$ cat config.mk
export PLATFORM = sky130hd
export DESIGN_NAME = alu_share_arbiter
export DESIGN_NICKNAME = d
export VERILOG_FILES = /design/src/rtl/alu_share_arbiter.sv
export SDC_FILE = /design/constraint.sdc
export NUM_CORES = 1
export LEC_CHECK = 0
export CORE_MARGIN = 2
export CORE_UTILIZATION = 30
export DETAILED_ROUTE_END_ITERATION = 16
export DONT_BUFFER_PORTS = 1
export PLACE_DENSITY = 0.43
export SLEW_MARGIN = 20
export SYNTH_ARGS = -nofsm -noshare
export SYNTH_HDL_FRONTEND = slang
export SYNTH_SLANG_ARGS = --single-unit
$ cat constraint.sdc
create_clock -name clk -period 8.7 [get_ports clk]
set_input_delay 0.87 -clock clk [delete_from_list [all_inputs] [get_ports clk]]
set_output_delay 0.87 -clock clk [all_outputs]
set_load 0.01 [all_outputs]
$ cat src/rtl/alu_share_arbiter.sv
// alu_share_arbiter: round-robin sharing of one combinational ALU among NUM_REQ
// requesters, with a registered issue stage and one held response slot each.
module alu_share_arbiter #(
  parameter int NUM_REQ    = 4,
  parameter int DATA_WIDTH = 16,
  parameter int OP_WIDTH   = 4
) (
  input  logic                          clk,
  input  logic                          rst,
  input  logic [NUM_REQ-1:0]            req_valid,
  output logic [NUM_REQ-1:0]            req_ready,
  input  logic [NUM_REQ*OP_WIDTH-1:0]   req_op,
  input  logic [NUM_REQ*DATA_WIDTH-1:0] req_a,
  input  logic [NUM_REQ*DATA_WIDTH-1:0] req_b,
  input  logic [NUM_REQ-1:0]            req_cin,
  output logic                          alu_valid,
  output logic [OP_WIDTH-1:0]           alu_op,
  output logic [DATA_WIDTH-1:0]         alu_a,
  output logic [DATA_WIDTH-1:0]         alu_b,
  output logic                          alu_cin,
  input  logic [DATA_WIDTH-1:0]         alu_result,
  input  logic [3:0]                    alu_flags,
  output logic [NUM_REQ-1:0]            rsp_valid,
  input  logic [NUM_REQ-1:0]            rsp_ready,
  output logic [NUM_REQ*DATA_WIDTH-1:0] rsp_result,
  output logic [NUM_REQ*4-1:0]          rsp_flags,
  output logic                          idle
);

  localparam int TW = $clog2(NUM_REQ);

  logic [TW-1:0]                 r_ptr;
  logic [TW-1:0]                 r_tag;
  logic                          r_issue_valid;
  logic [OP_WIDTH-1:0]           r_op;
  logic [DATA_WIDTH-1:0]         r_a;
  logic [DATA_WIDTH-1:0]         r_b;
  logic                          r_cin;
  logic [NUM_REQ-1:0]            r_rsp_valid;
  logic [NUM_REQ*DATA_WIDTH-1:0] r_rsp_result;
  logic [NUM_REQ*4-1:0]          r_rsp_flags;

  logic [NUM_REQ-1:0]            w_inflight;
  logic [NUM_REQ-1:0]            w_elig;
  logic [NUM_REQ-1:0]            w_grant;
  logic [TW-1:0]                 w_gnt_idx;
  logic                          w_hs;

  always_comb begin
    w_inflight = '0;
    for (int i = 0; i < NUM_REQ; i++) begin
      w_inflight[i] = r_issue_valid && (r_tag == TW'(i));
    end
  end

  // Eligibility uses registered slot state only, so rsp_ready never reaches req_ready.
  assign w_elig = rst ? '0 : (req_valid & ~r_rsp_valid & ~w_inflight);

  always_comb begin
    logic [TW-1:0] sel;
    w_grant   = '0;
    w_gnt_idx = r_ptr;
    w_hs      = 1'b0;
    sel       = '0;
    for (int k = 1; k <= NUM_REQ; k++) begin
      sel = TW'((int'(r_ptr) + k) % NUM_REQ);
      if (!w_hs && w_elig[sel]) begin
        w_hs         = 1'b1;
        w_grant[sel] = 1'b1;
        w_gnt_idx    = sel;
      end
    end
  end

  always_ff @(posedge clk or posedge rst) begin
    if (rst) begin
      r_ptr         <= TW'(NUM_REQ - 1);
      r_tag         <= '0;
      r_issue_valid <= 1'b0;
      r_op          <= '0;
      r_a           <= '0;
      r_b           <= '0;
      r_cin         <= 1'b0;
    end else begin
      r_issue_valid <= w_hs;
      if (w_hs) begin
        r_ptr <= w_gnt_idx;
        r_tag <= w_gnt_idx;
      end
      for (int i = 0; i < NUM_REQ; i++) begin
        if (w_grant[i]) begin
          r_op  <= req_op[i*OP_WIDTH +: OP_WIDTH];
          r_a   <= req_a[i*DATA_WIDTH +: DATA_WIDTH];
          r_b   <= req_b[i*DATA_WIDTH +: DATA_WIDTH];
          r_cin <= req_cin[i];
        end
      end
    end
  end

  // Capture and drain never hit the same slot in one cycle; capture wins regardless.
  always_ff @(posedge clk or posedge rst) begin
    if (rst) begin
      r_rsp_valid  <= '0;
      r_rsp_result <= '0;
      r_rsp_flags  <= '0;
    end else begin
      for (int i = 0; i < NUM_REQ; i++) begin
        if (w_inflight[i]) begin
          r_rsp_valid[i]                        <= 1'b1;
          r_rsp_result[i*DATA_WIDTH +: DATA_WIDTH] <= alu_result;
          r_rsp_flags[i*4 +: 4]                 <= alu_flags;
        end else if (r_rsp_valid[i] && rsp_ready[i]) begin
          r_rsp_valid[i] <= 1'b0;
        end
      end
    end
  end

  assign req_ready  = w_grant;
  assign alu_valid  = r_issue_valid;
  assign alu_op     = r_op;
  assign alu_a      = r_a;
  assign alu_b      = r_b;
  assign alu_cin    = r_cin;
  assign rsp_valid  = r_rsp_valid;
  assign rsp_result = r_rsp_result;
  assign rsp_flags  = r_rsp_flags;
  assign idle       = !r_issue_valid && !(|r_rsp_valid);

  a_grant_onehot0: assert property (@(posedge clk) disable iff (rst) $onehot0(req_ready));
  a_grant_valid:   assert property (@(posedge clk) disable iff (rst) (req_ready & ~req_valid) == '0);
  a_capture_empty: assert property (@(posedge clk) disable iff (rst) (w_inflight & r_rsp_valid) == '0);

endmodule

==> results.py <==
metrics = {
    "timing": {
        "finalSetupViolations": 0,
        "period_minus_slack_ns": 4.980,
        "hold_violations": 0,
        "final.setup.tns_ns": 0,
        "rsz0062_at_grt": "no",
        "setup_slack_ns": 3.720,
        "timing.final.crit_share_pct": 57.25,
        "max_clock_freq_mhz": 200.8,
        "fin_skew_ns": 0.01036,
        "worstMarginPinSlew_ns": 1.000,
        "slew_headroom_pct": 33.33,
        "slew_violations": 0,
    },
    "finish": {
        "regArea_sq_um": 3156,
        "syn_to_final_growth_pct": 11.93,
        "final_common_cell": "dfrtp_1",
        "final_cell_mix": "dfrtp_1, nand2_1, mux2_2",
        "fill_cells": 2181,
        "multiInputGateArea_sq_um": 3301,
        "fin_area_sq_um": 7550,
        "drive_above_1_share_pct": 18.20,
        "fin_cells": 938,
        "nets": 826,
    },
    "pwr": {
        "power.total_mw": 4.289,
        "power_density_nw_per_um2": 568.1,
        "leakagePower_nw": 3.143,
        "ir_worst_vdd_mv": 0.3041,
    },
    "placement": {
        "dp_slack_ns": 3.985,
        "io_buffers": 0,
        "gp_congestion": 0.8315,
        "hpwl_um": 15910,
        "placed_area_sq_um": 6943,
        "placedCellCount": 902,
    },
    "floorplan": {
        "dieWidth_um": 153.9,
        "die-area_sq_um": 23700,
        "rows": 54,
        "start_util_pct": 30.72,
        "io_pins": 305,
        "die_h_um": 153.9,
        "core_area_sq_um": 21960,
    },
    "critical_path": {
        "start_kind": "flip-flop",
        "end_kind": "output pin",
        "cp.required_ns": 7.83,
        "worstSetupPathType": "reg2out",
        "crit_fanout": 40,
        "crit_arrival_ns": 4.11,
    },
    "clock_tree": {
        "clk_pin_slew_worst_paths_ns": 0.07,
        "clock-sinks": 126,
        "postCtsHoldBufs": 0,
        "ctsResizeCount": 0,
        "post_cts_buffers": 0,
        "cts_buffers": 17,
        "htreeDepth": 4,
        "clk_latency_ns": 0.42,
        "cts_buffer_depth": 2,
        "root_buffer": "clkbuf_16",
        "cts_tree": "yes",
    },
    "detailed_routing": {
        "ant_nets": 0,
        "drc": 0,
        "drt_wl_total_um": 22190,
        "drt_iter0_drc": 290,
        "vias": 5468,
        "viasPerCell": 5.829,
        "firstDrtPassIters": 5,
        "avgRoutedWirePerCell_um": 23.66,
    },
    "logic_synthesis": {
        "ys_ff_latch": 126,
        "synth-main-ff-cell": "dfrtp_1",
        "async_flop_share_pct": 100.0,
        "synth_edf_count": 0,
        "synth_warnings": 0,
        "synth_area_sq_um": 6745,
        "syn-instance-count": 676,
        "seq_area_frac_synth_pct": 46.78,
        "synth_nets": 861,
        "yosysUniqueCellTypes": 47,
        "synth.avg_cell_area_sq_um": 9.978,
    },
    "global_route": {
        "grt_pass1_vias": 5563,
        "globalRouteTotalUtil_pct": 18.49,
        "grt_pass1_wl_um": 33730,
        "grt_overflow": 0,
        "grt_max_degree": 77,
        "antenna_found_initial": 5,
    },
    "status": {
        "status": "finished, final reports clean",
    },
    "run": {
        "maxCapViolations": 0,
    },
    "min_path": {
        "hp-class": "in2async",
    },
}
-- metal layers --
metal | up-vias | part of all wire, % | GRT usage [%]
met5 | - | 0.072 | 0
met4 | 2 | 4.4 | 9.212
met3 | 53 | 7.1 | 5.975
met2 | 236 | 52 | 32.80
met1 | 2734 | 36 | 19.75
li1 | 2443 | - | -
-- critical path, cell delays in order, from the launching register on --
cell and delay [ns]:
dfrtp_1 0.53, and3b_1 0.89, nor2_1 0.19, mux4_2 0.58, and3_1 0.23, o22ai_4 0.68, buf_4 0.42, nand2_1 0.16
-- layout make-up --
class                           instances  share of cell area [%]
Clock buffer                           17                   5.635
Inverter                               13                  0.6795
Tap cell                              280                   4.640
Sequential cell                       126                   41.80
Timing Repair Buffer                   12                   1.193
Multi-Input combinational cell        471                   43.72
Clock inverter                         15                   2.204
Antenna cell                            4                  0.1326
-- worst paths after layout --
| kind | startpoint | cells after the start | endpoint | slack, ns |
|---|---|---|---|---|
| worst min-delay path | rst | 1 | rsp_result[13]$_DFFE_PP0P_ | 0.47 |
| min in group clk | rsp_ready[1] | 1 | rsp_valid[1]$_DFFE_PP0P_ | 0.54 |
| worst max-delay path | alu_valid$_DFF_PP0_ | 7 | req_ready[1] | 3.72 |
| max in group asynchronous | rst | 2 | rsp_result[5]$_DFFE_PP0P_ | 6.85 |
| worst min register to register | rsp_result[24]$_DFFE_PP0P_ | 2 | rsp_result[24]$_DFFE_PP0P_ | 0.55 |
| worst max register to register | alu_valid$_DFF_PP0_ | 9 | alu_op[3]$_DFFE_PP0P_ | 4.13 |
-- power by group --
part           internal [mW]  switching, mW
clock network          0.410          0.310
registers              0.934          0.418
logic                  0.871           1.35
total                   2.21           2.07
-- cell families after synthesis --
group                    count (synthesis)  synth area share (%)
buffers and inverters                   79                 4.878
flip-flops                             126                 46.78
adder cells (fa/ha/maj)                  7                 1.298
XOR/XNOR                                 1                0.1299
AO/OA/AOI/OAI                          174                 18.96
AND/OR/NAND/NOR                        224                 16.64
multiplexers                            65                 11.32
-- cell usage after synthesis (all sizes together) (13+ instances only) --
library cell | count | share of area (%)
dfrtp | 124 | 46
nand2 | 106 | 5.9
mux2 | 60 | 10
clkbuf | 50 | 2.8
and3 | 41 | 3.8
nor4 | 40 | 3.7
a21o | 38 | 4.2
a31oi | 38 | 3.5
a21boi | 37 | 4.1
o311ai | 37 | 4.8
buf | 16 | 1.4
inv | 13 | 0.72
-- stage by stage --
stage | utilization, % | hold slack [ns]
floorplan | - | 0.5105
global placement | 31.62 | 0.5428
detailed placement | 31.62 | 0.5403
CTS | 34.31 | 0.4753
global route | 34.38 | 0.5070
finish | 34.38 | 0.4661
-- sequential cells by signal, summed over array words and instances (netlist names) --
| name | count |
|---|---|
| rsp_result | 64 |
| alu_a | 16 |
| alu_b | 16 |
| rsp_flags | 16 |
| alu_op | 4 |
| rsp_valid | 4 |
| r_ptr | 2 |
| r_tag | 2 |
| alu_cin | 1 |
| alu_valid | 1 |
Power figures use the tool's default switching activity.
